[config.mk]
export PLATFORM = sky130hd
export DESIGN_NAME = div_unit
export DESIGN_NICKNAME = d
export VERILOG_FILES = /design/src/rtl/div_unit.sv
export SDC_FILE = /design/constraint.sdc
export NUM_CORES = 1
export LEC_CHECK = 0
export ABC_CLOCK_PERIOD_IN_PS = 3300
export BUFFER_PORTS_ARGS = -buffer_cell sky130_fd_sc_hd__buf_2
export CAP_MARGIN = 20
export CORE_AREA = 2 2 147 149
export DETAILED_ROUTE_END_ITERATION = 10
export DIE_AREA = 0 0 149 151
export GPL_ROUTABILITY_DRIVEN = 0
export PLACE_DENSITY = 0.78
export REMOVE_ABC_BUFFERS = 1
export SLEW_MARGIN = 20
export SYNTH_ARGS = -nofsm -noshare
export SYNTH_HDL_FRONTEND = slang
export SYNTH_SLANG_ARGS = --single-unit
[constraint.sdc]
create_clock -name clk_i -period 3.3 [get_ports clk_i]
set_input_delay 0.495 -clock clk_i [delete_from_list [all_inputs] [get_ports clk_i]]
set_output_delay 0.495 -clock clk_i [all_outputs]
set_load 0.005 [all_outputs]
[src/rtl/div_unit.sv]
`timescale 1ns/1ps
// ---------------------------------------------------------------------------
// div_unit
//
// Multi-cycle 32-bit integer divider for the EX stage (MIPS DIV / DIVU).
// Restoring division, one quotient bit per clock, 32 iterations sequenced by
// the external EX stall counter. Quotient goes to LO, remainder goes to HI.
//
// Optional feature macro: DIV_ZERO_DETECT_EN
//   defined   : a zero divisor is caught at start and the unit jumps straight
//               to FIX (Q=0xFFFFFFFF, R=dividend, div_by_zero_o=1).
//   undefined : no detection; div_by_zero_o is tied to 0.
//
// Ports
//   clk_i            clock, rising edge
//   rst_i            asynchronous reset, active low
//   div_i            start request (sampled only while ready_o=1)
//   signed_i         1 = DIV, 0 = DIVU (sampled with div_i)
//   dividend_i       rs operand
//   divisor_i        rt operand
//   stall_counter_i  remaining-iteration count from the EX stall counter
//   div_stall_o      high in BUSY; decrements the stall counter
//   stall_complete_o high in IDLE and FIX; reloads the stall counter to 32
//   ready_o          IDLE and stall counter back at 32
//   done_o           one-cycle pulse, results valid from this cycle
//   quotient_o       LO result, held until the next completion
//   remainder_o      HI result, held until the next completion
//   div_by_zero_o    divisor was zero, held with the results
// ---------------------------------------------------------------------------
module div_unit (
  input  logic        clk_i,
  input  logic        rst_i,
  input  logic        div_i,
  input  logic        signed_i,
  input  logic [31:0] dividend_i,
  input  logic [31:0] divisor_i,
  input  logic [31:0] stall_counter_i,
  output logic        div_stall_o,
  output logic        stall_complete_o,
  output logic        ready_o,
  output logic        done_o,
  output logic [31:0] quotient_o,
  output logic [31:0] remainder_o,
  output logic        div_by_zero_o
);

  typedef enum logic [1:0] {
    S_IDLE = 2'd0,
    S_BUSY = 2'd1,
    S_FIX  = 2'd2
  } state_t;

  state_t      r_state;
  // r_dvd holds the shifting dividend; quotient bits enter at the LSB, so
  // after 32 iterations it holds the unsigned quotient.
  logic [31:0] r_dvd;
  logic [31:0] r_dvs;
  logic [31:0] r_rem;
  logic        r_neg_q;
  logic        r_neg_r;
  logic        r_div_stall;
  logic        r_stall_complete;

  logic        w_dvd_neg;
  logic        w_dvs_neg;
  logic [31:0] w_dvd_abs;
  logic [31:0] w_dvs_abs;
  logic [32:0] w_shift;
  logic        w_ge;
  logic [31:0] w_diff;
  logic        w_start;
  logic        w_last;
  logic        w_fault;

  assign w_dvd_neg = signed_i & dividend_i[31];
  assign w_dvs_neg = signed_i & divisor_i[31];
  assign w_dvd_abs = w_dvd_neg ? (32'd0 - dividend_i) : dividend_i;
  assign w_dvs_abs = w_dvs_neg ? (32'd0 - divisor_i)  : divisor_i;

  // Shifted partial remainder keeps the old MSB so that a DIVU divisor with
  // bit 31 set still compares correctly.
  assign w_shift = {r_rem, r_dvd[31]};
  assign w_ge    = (w_shift >= {1'b0, r_dvs});
  // When w_ge holds the difference is below the divisor, so 32 bits suffice.
  assign w_diff  = w_shift[31:0] - r_dvs;

  assign ready_o = (r_state == S_IDLE) && (stall_counter_i == 32'd32);
  assign w_start = div_i & ready_o;
  assign w_last  = (stall_counter_i == 32'd1);
  assign w_fault = (stall_counter_i == 32'd0) || (stall_counter_i > 32'd32);

  assign div_stall_o      = r_div_stall;
  assign stall_complete_o = r_stall_complete;

`ifdef DIV_ZERO_DETECT_EN
  logic r_dz;
  logic r_div_by_zero;
  assign div_by_zero_o = r_div_by_zero;
`else
  assign div_by_zero_o = 1'b0;
`endif

  always_ff @(posedge clk_i or negedge rst_i) begin
    if (!rst_i) begin
      r_state          <= S_IDLE;
      r_dvd            <= 32'd0;
      r_dvs            <= 32'd0;
      r_rem            <= 32'd0;
      r_neg_q          <= 1'b0;
      r_neg_r          <= 1'b0;
      r_div_stall      <= 1'b0;
      r_stall_complete <= 1'b1;
      done_o           <= 1'b0;
      quotient_o       <= 32'd0;
      remainder_o      <= 32'd0;
`ifdef DIV_ZERO_DETECT_EN
      r_dz             <= 1'b0;
      r_div_by_zero    <= 1'b0;
`endif
    end else begin
      done_o <= 1'b0;
      case (r_state)
        S_IDLE: begin
          if (w_start) begin
`ifdef DIV_ZERO_DETECT_EN
            if (divisor_i == 32'd0) begin
              // Preload the registers so FIX emits Q=all ones, R=dividend.
              r_dvd            <= 32'hFFFF_FFFF;
              r_dvs            <= 32'd0;
              r_rem            <= dividend_i;
              r_neg_q          <= 1'b0;
              r_neg_r          <= 1'b0;
              r_dz             <= 1'b1;
              r_state          <= S_FIX;
              r_div_stall      <= 1'b0;
              r_stall_complete <= 1'b1;
            end else begin
              r_dvd            <= w_dvd_abs;
              r_dvs            <= w_dvs_abs;
              r_rem            <= 32'd0;
              r_neg_q          <= w_dvd_neg ^ w_dvs_neg;
              r_neg_r          <= w_dvd_neg;
              r_dz             <= 1'b0;
              r_state          <= S_BUSY;
              r_div_stall      <= 1'b1;
              r_stall_complete <= 1'b0;
            end
`else
            r_dvd            <= w_dvd_abs;
            r_dvs            <= w_dvs_abs;
            r_rem            <= 32'd0;
            r_neg_q          <= w_dvd_neg ^ w_dvs_neg;
            r_neg_r          <= w_dvd_neg;
            r_state          <= S_BUSY;
            r_div_stall      <= 1'b1;
            r_stall_complete <= 1'b0;
`endif
          end
        end

        S_BUSY: begin
          if (w_fault) begin
            // Counter out of range: abandon iteration, let FIX return to IDLE.
            r_state          <= S_FIX;
            r_div_stall      <= 1'b0;
            r_stall_complete <= 1'b1;
          end else begin
            if (w_ge) begin
              r_rem <= w_diff;
              r_dvd <= {r_dvd[30:0], 1'b1};
            end else begin
              r_rem <= w_shift[31:0];
              r_dvd <= {r_dvd[30:0], 1'b0};
            end
            if (w_last) begin
              r_state          <= S_FIX;
              r_div_stall      <= 1'b0;
              r_stall_complete <= 1'b1;
            end
          end
        end

        S_FIX: begin
          quotient_o       <= r_neg_q ? (32'd0 - r_dvd) : r_dvd;
          remainder_o      <= r_neg_r ? (32'd0 - r_rem) : r_rem;
          done_o           <= 1'b1;
`ifdef DIV_ZERO_DETECT_EN
          r_div_by_zero    <= r_dz;
`endif
          r_state          <= S_IDLE;
          r_div_stall      <= 1'b0;
          r_stall_complete <= 1'b1;
        end

        default: begin
          r_state          <= S_IDLE;
          r_div_stall      <= 1'b0;
          r_stall_complete <= 1'b1;
        end
      endcase
    end
  end

endmodule

# Yosys cells after proc, flatten, opt, wreduce, memory -nomap -nowiden
# Index checks and enable logic that the tools add are counted.
# Widths: inputs -> output; s select.
[classes]
reduce_logical = 8
addsub = 5
n_eq_ne = 7
n_bitwise = 4
muxes = 25
order_cmp = 2
[op_table]
columns = ["cell", "n"]
rows = [
  ["$mux 32", 9],
  ["$pmux 32 s2", 2],
  ["$sub 1x32->32 const A", 4],
  ["$ge 33x32->1", 1],
  ["$eq 32x1->1 const B", 1],
  ["$eq 32x6->1 const B", 1],
  ["$gt 32x6->1 const B", 1],
  ["$logic_not 32->1", 1],
  ["$sub 32x32->32", 1],
  ["$mux 1", 8],
  ["$mux 2", 3],
  ["$ne 2x2->1 const B", 2],
  ["$pmux 1 s2", 2],
  ["$pmux 2 s2", 1],
  ["$reduce_and 2->1", 2],
  ["$and 1x1->1", 3],
  ["$ne 3x3->1 const B", 1],
  ["$reduce_and 3->1", 1],
  ["$eq 2x1->1 const B", 1],
  ["$eq 2x2->1 const B", 1],
  ["$logic_not 2->1", 1],
  ["$reduce_bool 2->1", 1],
  ["$logic_and 1x1->1", 1],
  ["$logic_or 1x1->1", 1],
  ["$xor 1x1->1", 1],
]
[word_totals]
wordCells = 62
output_inout_bits = 69
inputBits = 100
register_bits = 167

# Longest topological paths before layout
# Gate-level depths: netlist of the first run.
[depth]
word_depth = 5
mapped_depth = 14
ltp_nobuf = 13

# Worst setup path after synthesis of the first run
# Ideal clock, no wire load.
[synth_timing]
path_type = "reg2reg"
from = "reg r_rem[23]"
to = "reg r_rem[10]"
setup_time_ps = 77
n_path_buf = 3
period_less_slack_ps = 3313
t_arrival_ps = 3236
stages_incl_launch_ff = 14
slack_ps = -13
required_ps = 3223
path_cell_list = "dfrtp_1 ha_1 clkbuf_1 and3_1 and2_1 a221oi_1 a2bb2oi_1 o41ai_1 o31ai_1 and2_1 clkbuf_1 buf_1 a21oi_1 a21oi_1"
[synth_between]
elab_chain_len = 4
[synth_lines]
columns = ["element", "line", "rtl"]
rows = [
  ["start, declared", "58", "logic [31:0] r_rem;"],
  ["start signal, assigned", "169", "r_rem <= w_diff;"],
  ["start signal, assigned", "172", "r_rem <= w_shift[31:0];"],
  ["$ge 33x32->1", "83", "assign w_ge = (w_shift >= {1'b0, r_dvs});"],
  ["$mux 32", "168", "if (w_ge) begin"],
  ["$mux 32", "162", "if (w_fault) begin"],
  ["$pmux 32 s2", "122", "case (r_state)"],
]
# Every way passes these cells. The select of a mux whose other input is x is not followed.
# A chain may end at the register's enable or synchronous reset.

# Final worst setup path of the first run
[layout_timing]
from = "reg r_dvd[1]"
to = "reg quotient_o[29]"
[layout_between]
elab_chain_len = 2
[layout_lines]
columns = ["element", "line", "rtl"]
rows = [
  ["start, declared", "56", "logic [31:0] r_dvd;"],
  ["start signal, assigned", "149", "r_dvd <= w_dvd_abs;"],
  ["start signal, assigned", "170", "r_dvd <= {r_dvd[30:0], 1'b1};"],
  ["start signal, assigned", "173", "r_dvd <= {r_dvd[30:0], 1'b0};"],
  ["$sub 1x32->32", "184", "quotient_o <= r_neg_q ? (32'd0 - r_dvd) : r_dvd;"],
  ["$mux 32", "184", ""],
  ["end signal, assigned", "184", ""],
  ["end, declared", "42", "output logic [31:0] quotient_o,"],
]
# Every way passes these cells.

==> results by group, run 1 <==
Status
  • Status: finished clean

Critical path
  • Capturing point of the worst reg2reg path: quotient_o[29]
  • Worst Setup Start Kind: flip-flop
  • CP Cell Sequence: or3_4 > or3_4 > or4_4 > or3_1 > or4_4 > nand2b_4 > o41ai_4 > xor2_1 > o21ai_1
  • Flop2flop setup slack: around 76 ps
  • CP Depth: 9
  • Crit path required time: between 3000 and 4000 ps
  • Critical path buffer and inverter count: 0
  • CP Capture Type: flip-flop
  • Arr. time, crit path: between 3000 and 4000 ps
  • Cell depth of the worst flop-to-flop path: 9
  • Critical path class: flip-flop to flip-flop
  • Max FO, Critical Path: 5
  • Worst path top cell family by delay: simple AND/OR/NAND/NOR gates
  • R2r startpoint: r_dvd[1]
  • Critical path's slowest cell: or4_4
  • Worst path max stage delay: between 400 and 500 ps

Placed design
  • HPWL after DPL: 21.3 mm
  • PortBufs: ~170

Run
  • Number of max-cap violations: 0

Logic synthesis
  • Cells after synthesis: roughly 1300
  • Post-synth EDFFs: 0
  • Synth top cells by count: nand2_1, o21ai_0, dfrtp_1
  • Netlist Area Pre-Place: roughly 11000 µm²
  • Ys async rst share: 100%
  • Top-count cell post-synth: nand2_1
  • Top_reg_cell synth: dfrtp_1
  • Yosys top cell area share: between 30% and 40%
  • Synth area leaders: dfrtp_1, o21ai_0, xor2_1
  • Post-synthesis sequential area ratio: 37.9%
  • Synthesis-stage register bit count: ~170
  • Synth cell types: 67
  • Avg Inst Size Synth: between 8 and 9 µm²
  • Ys Warns: 0
  • Cell taking the most area after synthesis: dfrtp_1

STA
  • Unrepaired setup endpoints after global routing: true
  • Clock skew: 8.93 ps
  • Fmax: approximately 310 MHz
  • TNS Setup: 0 ps
  • Worst slew margin: about 28%
  • Final worst-path cycle share: 97.7%
  • Setup-violating endpoint count in the final report: 0
  • Max-slew violations: 0
  • Final hold vios: 0
  • Worst-Margin Slew: ~1100 ps
  • Crit path time final: around 3200 ps

Floorplan
  • Number of I/O pins: about 170
  • Core outline area: 20800 µm²
  • Initial Util: a little over half
  • DIE HEIGHT: 151 µm
  • Die W: roughly 150 µm
  • Die area: approximately 22000 µm²
  • Row Count: 53

CTS
  • H-tree levels: 4
  • TritonCTS buffer count: 17
  • CTS max path bufs: 2
  • Clock Latency Late Sink: between 400 and 500 ps
  • Clock transition at path regs: ~70 ps
  • Clk sink count: roughly 170
  • Hold-fix buffers, CTS: 0
  • Clock root cell: clkbuf_16
  • CTS tree: yes

Drt
  • Vias: a little over 10000
  • Post-route ant nets: 0
  • Drt total wl: roughly 28 mm
  • Routed WL per cell: 15.6 µm
  • Via density: about 5.6
  • TritonRoute pass-1 iters: 5
  • Remaining DRCs: 0
  • DR iter-0 viols: 729

Global routing
  • Global-route wire length before repair: 46.4 mm
  • GRT Util Overall: 25.5%
  • Vias in the first global route: between 9000 and 10000
  • Initial antenna violation count: 3
  • GRT overflow: 0
  • Largest net degree at the start of global routing: between 70 and 80

Layout
  • FF+latch area: about 4200 µm²
  • Fraction of layout cells with a size suffix above 1: a little under a fifth
  • Filler instances: roughly 1800
  • Final Util: ~63%
  • Nets: roughly 1600
  • Area of the multi-input gates: roughly 6400 µm²
  • Layout area overhead: 19.0%

Min path
  • Worst hold path class: input pin to asynchronous set/reset pin

Pwr
  • Peak VDD IR: ~0.24 mV
  • Cell Pwr Density: 336 nW/µm²
  • Static leakage: just over 6 nW
  • Total power draw: ~4.4 mW
## worst max path at each step
stage	startpoint	end	slack, ps
finish	r_dvd[1]	quotient_o[29]	80
global route	r_dvd[1]	quotient_o[27]	-50
CTS	r_dvd[1]	quotient_o[25]	60
detailed placement	r_dvd[1]	quotient_o[29]	2
global placement	r_dvd[1]	quotient_o[29]	40
floorplan	stall_counter_i[9]	r_dvd[10]	-450
## through the flow
stage | setup slack (ps) | cells | hold WS, ps | instance area [µm²]
final | 75.9 | 1791 | 68.5 | 13000
after CTS | 64.2 | 1788 | 106 | 13000
after global placement | 38.6 | 1755 | 454 | 12300
after floorplan | -454 | 1252 | 199 | 10600
after global routing | -51.2 | 1791 | 126 | 13000
after detailed placement | 1.71 | 1756 | 456 | 12400
## registers in the layout, summed over array words and instances (netlist names)
register / cells
quotient_o: 32
r_state: 2
r_neg_q: 1
done_o: 1
r_dvs: 32
remainder_o: 32
r_rem: 32
r_dvd: 32
stall_complete_o: 1
r_neg_r: 1
## layer usage
layer	GRT usage [%]	wire length (µm)	vias up
li1	-	-	5031
met1	36.0	12800	4727
met4	8.57	522	0
met3	3.37	1640	40
met5	0	0	-
met2	40.8	13000	312
## cell families after synthesis
kind of cell / after synthesis / share of synthesized area [%]
DFF: 166 / 37.9
AOI/OAI and AO/OA: 402 / 21.3
xor gates and xnor gates: 143 / 11.4
and+or+nand+nor: 432 / 18.6
other: 1 / 0.0342
muxes: 19 / 1.74
buffers and inverters: 123 / 4.71
adders and majority gates: 37 / 4.29
## layout make-up
type | count | area share [%]
multi-input combinational | 1034 | 48.8
sequential | 166 | 31.9
timing repair buffer | 229 | 10.5
clock buffer | 18 | 3.29
tap | 275 | 2.64
inverter | 52 | 1.50
clock inverter | 14 | 1.34
antenna | 3 | 0.0576
## worst register-to-register path: stages (launching register included)
cell and delay (ps):
dfrtp_1 380, or3_4 390, or3_4 350, or4_4 490, or3_1 370, or4_4 430, nand2b_4 200, o41ai_4 240
xor2_1 190, o21ai_1 70
## cells in the final DEF (no fill, tap or decap), drive strengths merged, types with 19 or more instances in the layout
cell / netlist / final
nand3: 34 / 34
ha: 36 / 36
o31ai: 32 / 32
or4: 20 / 20
nand2: 207 / 207
dfrtp: 165 / 165
buf: 13 / 229
o21ai: 203 / 203
xor2: 99 / 99
nor2: 63 / 63
xnor2: 44 / 44
mux2i: 19 / 19
inv: 52 / 54
a21oi: 91 / 91
## where the power goes
| group | internal (mW) | switching [mW] | total [mW] |
|---|---|---|---|
| sequential | 2.03 | 0.0000000284 | 2.03 |
| clock | 1.20 | 0.856 | 2.05 |
| combinational | 0.117 | 0.171 | 0.288 |
| total | 3.35 | 1.03 | 4.37 |
## what timing repair did
item	CTS	global route
setup buffers	0	0
cloned	0	0
endpoints found under the setup margin	1	36
hold endpoints to repair	0	0
pin swaps	1	2
resized for setup	0	10
No activity file was read; power rests on OpenSTA's default activity.
==> inputs of run 2 (changes only) <==
--- a/config.mk
+++ b/config.mk
@@ -8,12 +8,15 @@
 export ABC_CLOCK_PERIOD_IN_PS = 3300
 export BUFFER_PORTS_ARGS = -buffer_cell sky130_fd_sc_hd__buf_2
 export CAP_MARGIN = 20
-export CORE_AREA = 2 2 147 149
+export CELL_PAD_IN_SITES_DETAIL_PLACEMENT = 1
+export CELL_PAD_IN_SITES_GLOBAL_PLACEMENT = 2
+export CORE_AREA = 2 2 191 193
 export DETAILED_ROUTE_END_ITERATION = 10
-export DIE_AREA = 0 0 149 151
+export DIE_AREA = 0 0 193 195
 export GPL_ROUTABILITY_DRIVEN = 0
-export PLACE_DENSITY = 0.78
+export PLACE_DENSITY_LB_ADDON = 0.1
 export REMOVE_ABC_BUFFERS = 1
+export SETUP_SLACK_MARGIN = 0.15
 export SLEW_MARGIN = 20
 export SYNTH_ARGS = -nofsm -noshare
 export SYNTH_HDL_FRONTEND = slang
==> results by group, run 2 (same netlist as run 1, synthesis figures left out) <==
Drt
  • DR iter-0 viols: 434 (-40%)
  • Vias: 10191 (+0.80%)
  • Via density: 5.08 (-10%)
  • Drt total wl: 34.6 mm (+24%)
  • TritonRoute pass-1 iters: 5 (unchanged)
  • Routed WL per cell: 17.2 µm (+11%)
  • Remaining DRCs: 0 (unchanged)
  • Post-route ant nets: 0 (unchanged)

Critical path
  • Flop2flop setup slack: -30 ps (-110 ps)
  • Critical path class: flip-flop to flip-flop
  • Arr. time, crit path: 3620 ps (+80 ps)
  • Worst Setup Start Kind: flip-flop
  • Crit path required time: 3590 ps (-20 ps)
  • Capturing point of the worst reg2reg path: quotient_o[27]
  • CP Capture Type: flip-flop
  • Cell depth of the worst flop-to-flop path: 10 (+1)
  • Max FO, Critical Path: 5 (unchanged)
  • R2r startpoint: r_dvd[1]
  • Worst Setup SP: r_dvd[1]

CTS
  • Clock transition at path regs: 70 ps (about the same)
  • CTS tree: yes
  • TritonCTS buffer count: 17 (unchanged)
  • Clk sink count: 166 (unchanged)
  • CTS max path bufs: 2 (unchanged)
  • H-tree levels: 4 (unchanged)
  • Clock Latency Late Sink: 440 ps (about the same)
  • Clock root cell: clkbuf_16

Layout
  • Design area: 13800 µm² (+5.9%)
  • Layout area overhead: 26.0%
  • Most frequent cells in the layout: nand2_1, o21ai_0, buf_2
  • Nets: 1670 (+2.0%)
  • Fraction of layout cells with a size suffix above 1: 23.0% (+4.1 points)
  • N_diodes: 0 (-3)
  • Commonest non-fill, non-tap cell in the layout: nand2_1

Placed design
  • HPWL after DPL: 26.8 mm (+26%)
  • Dpl cell area: 12800 µm² (+3.2%)
  • PortBufs: 167 (unchanged)

Global routing
  • Largest net degree at the start of global routing: 83 (+6.4%)
  • GRT Util Overall: 18.9% (-6.7 points)
  • Initial antenna violation count: 0 (-3)
  • Global-route wire length before repair: 56.2 mm (+21%)
  • Vias in the first global route: 10341 (+9.3%)
  • GRT overflow: 0 (unchanged)

Status
  • Status: finished, violations left
  • Violated checks: negative setup slack

Pwr
  • Sequential Power Share: 43.6% (-2.9 points)
  • Switching Share: 24.1% (+0.65 points)
  • Peak VDD IR: 0.307 mV (+26%)
  • Cell Pwr Density: 338 nW/µm² (+0.71%)
  • Internal Pwr Total: 3.54 mW (+5.8%)
  • Logic pwr share: 6.4% (-0.2 points)
  • Net Sw Power: 1.13 mW (+9.6%)
  • Total power draw: 4.67 mW (+6.7%)
  • Static leakage: 6.38 nW (+4.1%)
  • Clock share of power: 50.0% (+3.1 points)

Floorplan
  • DIE HEIGHT: 195 µm (+29%)
  • Row Count: 69 (+30%)
  • Core outline area: 35400 µm² (+70%)
  • Number of I/O pins: 169 (unchanged)
  • Initial Util: 31.0% (-22 points)
  • Die area: 37600 µm² (+67%)
  • Die W: 193 µm (+30%)

STA
  • Worst-Margin Slew: 822 ps (-265 ps)
  • Worst slew margin: 45.2% (+18 points)
  • Final worst-path setup slack: -32.8 ps (-109 ps)
  • Max-slew violations: 0 (unchanged)
  • Hold_ws: 94.9 ps (+26.4 ps)
  • Clock skew: 13.3 ps (+4.40 ps)
  • Fmax: 300 MHz (-3.3%)
  • Final hold vios: 0 (unchanged)
  • Unrepaired setup endpoints after global routing: true
  • Setup-violating endpoint count in the final report: 2 (+2)
  • Crit path time final: 3330 ps (+109 ps)
  • Final worst-path cycle share: 101% (+3.3 points)

Min path
  • Worst hold path class: input pin to asynchronous set/reset pin

Run
  • Number of max-cap violations: 0 (unchanged)
==> run 2: cell count changes in the layout (fill, tap and decap cells not counted), moves of 5 or more <==
| cell | change |
|---|---|
| o21ai_0 | -6 |
| or4_1 | -5 |
| o21ai_1 | +5 |
| or4_4 | +5 |
| buf_4 | +32 |
==> run 2: how the worst max path moves through the flow <==
stage / endpoint / slack, ps / cells after the start
6_report: quotient_o[27] / -30 / 10
5_1_grt: quotient_o[29] / -170 / 9
4_1_cts: quotient_o[29] / -9 / 9
3_5_place_dp: quotient_o[29] / -100 / 9
3_3_place_gp: quotient_o[29] / -60 / 9
2_1_floorplan: r_dvd[10] / -450 / 7
==> run 2: layout make-up <==
cell class,count,area (µm²)
Multi-Input combinational cell,1034,6590
Clock buffer,18,439
Timing Repair Buffer,262,1610
Inverter,52,198
Tap cell,461,577
Sequential cell,166,4160
Fill cell,4225,21600
Clock inverter,14,236
==> run 2: per-stage QoR <==
| stage | instances | util, % | setup WS [ps] | setup TNS [ps] |
|---|---|---|---|---|
| floorplan | 1252 | - | -454 | -16770 |
| global placement | 1965 | 36.1 | -63.4 | -65.4 |
| detailed placement | 1965 | 36.1 | -102 | -127 |
| CTS | 2000 | 38.3 | -8.75 | -8.75 |
| global route | 2007 | 39.0 | -169 | -710 |
| finish | 2007 | 39.0 | -32.8 | -49.9 |
==> run 2: power groups by stage <==
stage	clock [mW]	sequential, mW	combinational, mW
6_report	2.33	2.03	0.299
5_1_grt	2.47	2.03	0.343
3_5_place_dp	0	2.07	0.306
3_3_place_gp	0	2.07	0.303
4_1_cts	2.40	2.03	0.307
2_1_floorplan	0	2.07	0.125
==> run 2: worst max-delay path: stages (launching register included) <==
cell and delay (ps):
dfrtp_1 390, or3_4 390, or3_4 360, or4_4 510, or3_4 380, or4_4 430
nand2b_4 210, buf_4 180, o21ai_2 110, xor2_1 150, o21ai_0 80
==> run 2: per-layer routing <==
metal | up-vias | wire, µm | global-route usage, %
met5 | - | 0 | 0
met4 | 0 | 266 | 3.87
met3 | 14 | 1280 | 2.44
met2 | 156 | 15200 | 28.8
met1 | 4925 | 17900 | 28.4
li1 | 5096 | - | -
==> run 2: timing repair <==
action,4_1_cts,5_1_grt
setup buffers,3,7
hold buffers,0,0
pin swaps,5,17
endpoints found under the setup margin,16,52
resized for setup,16,47
hold endpoints to repair,0,0
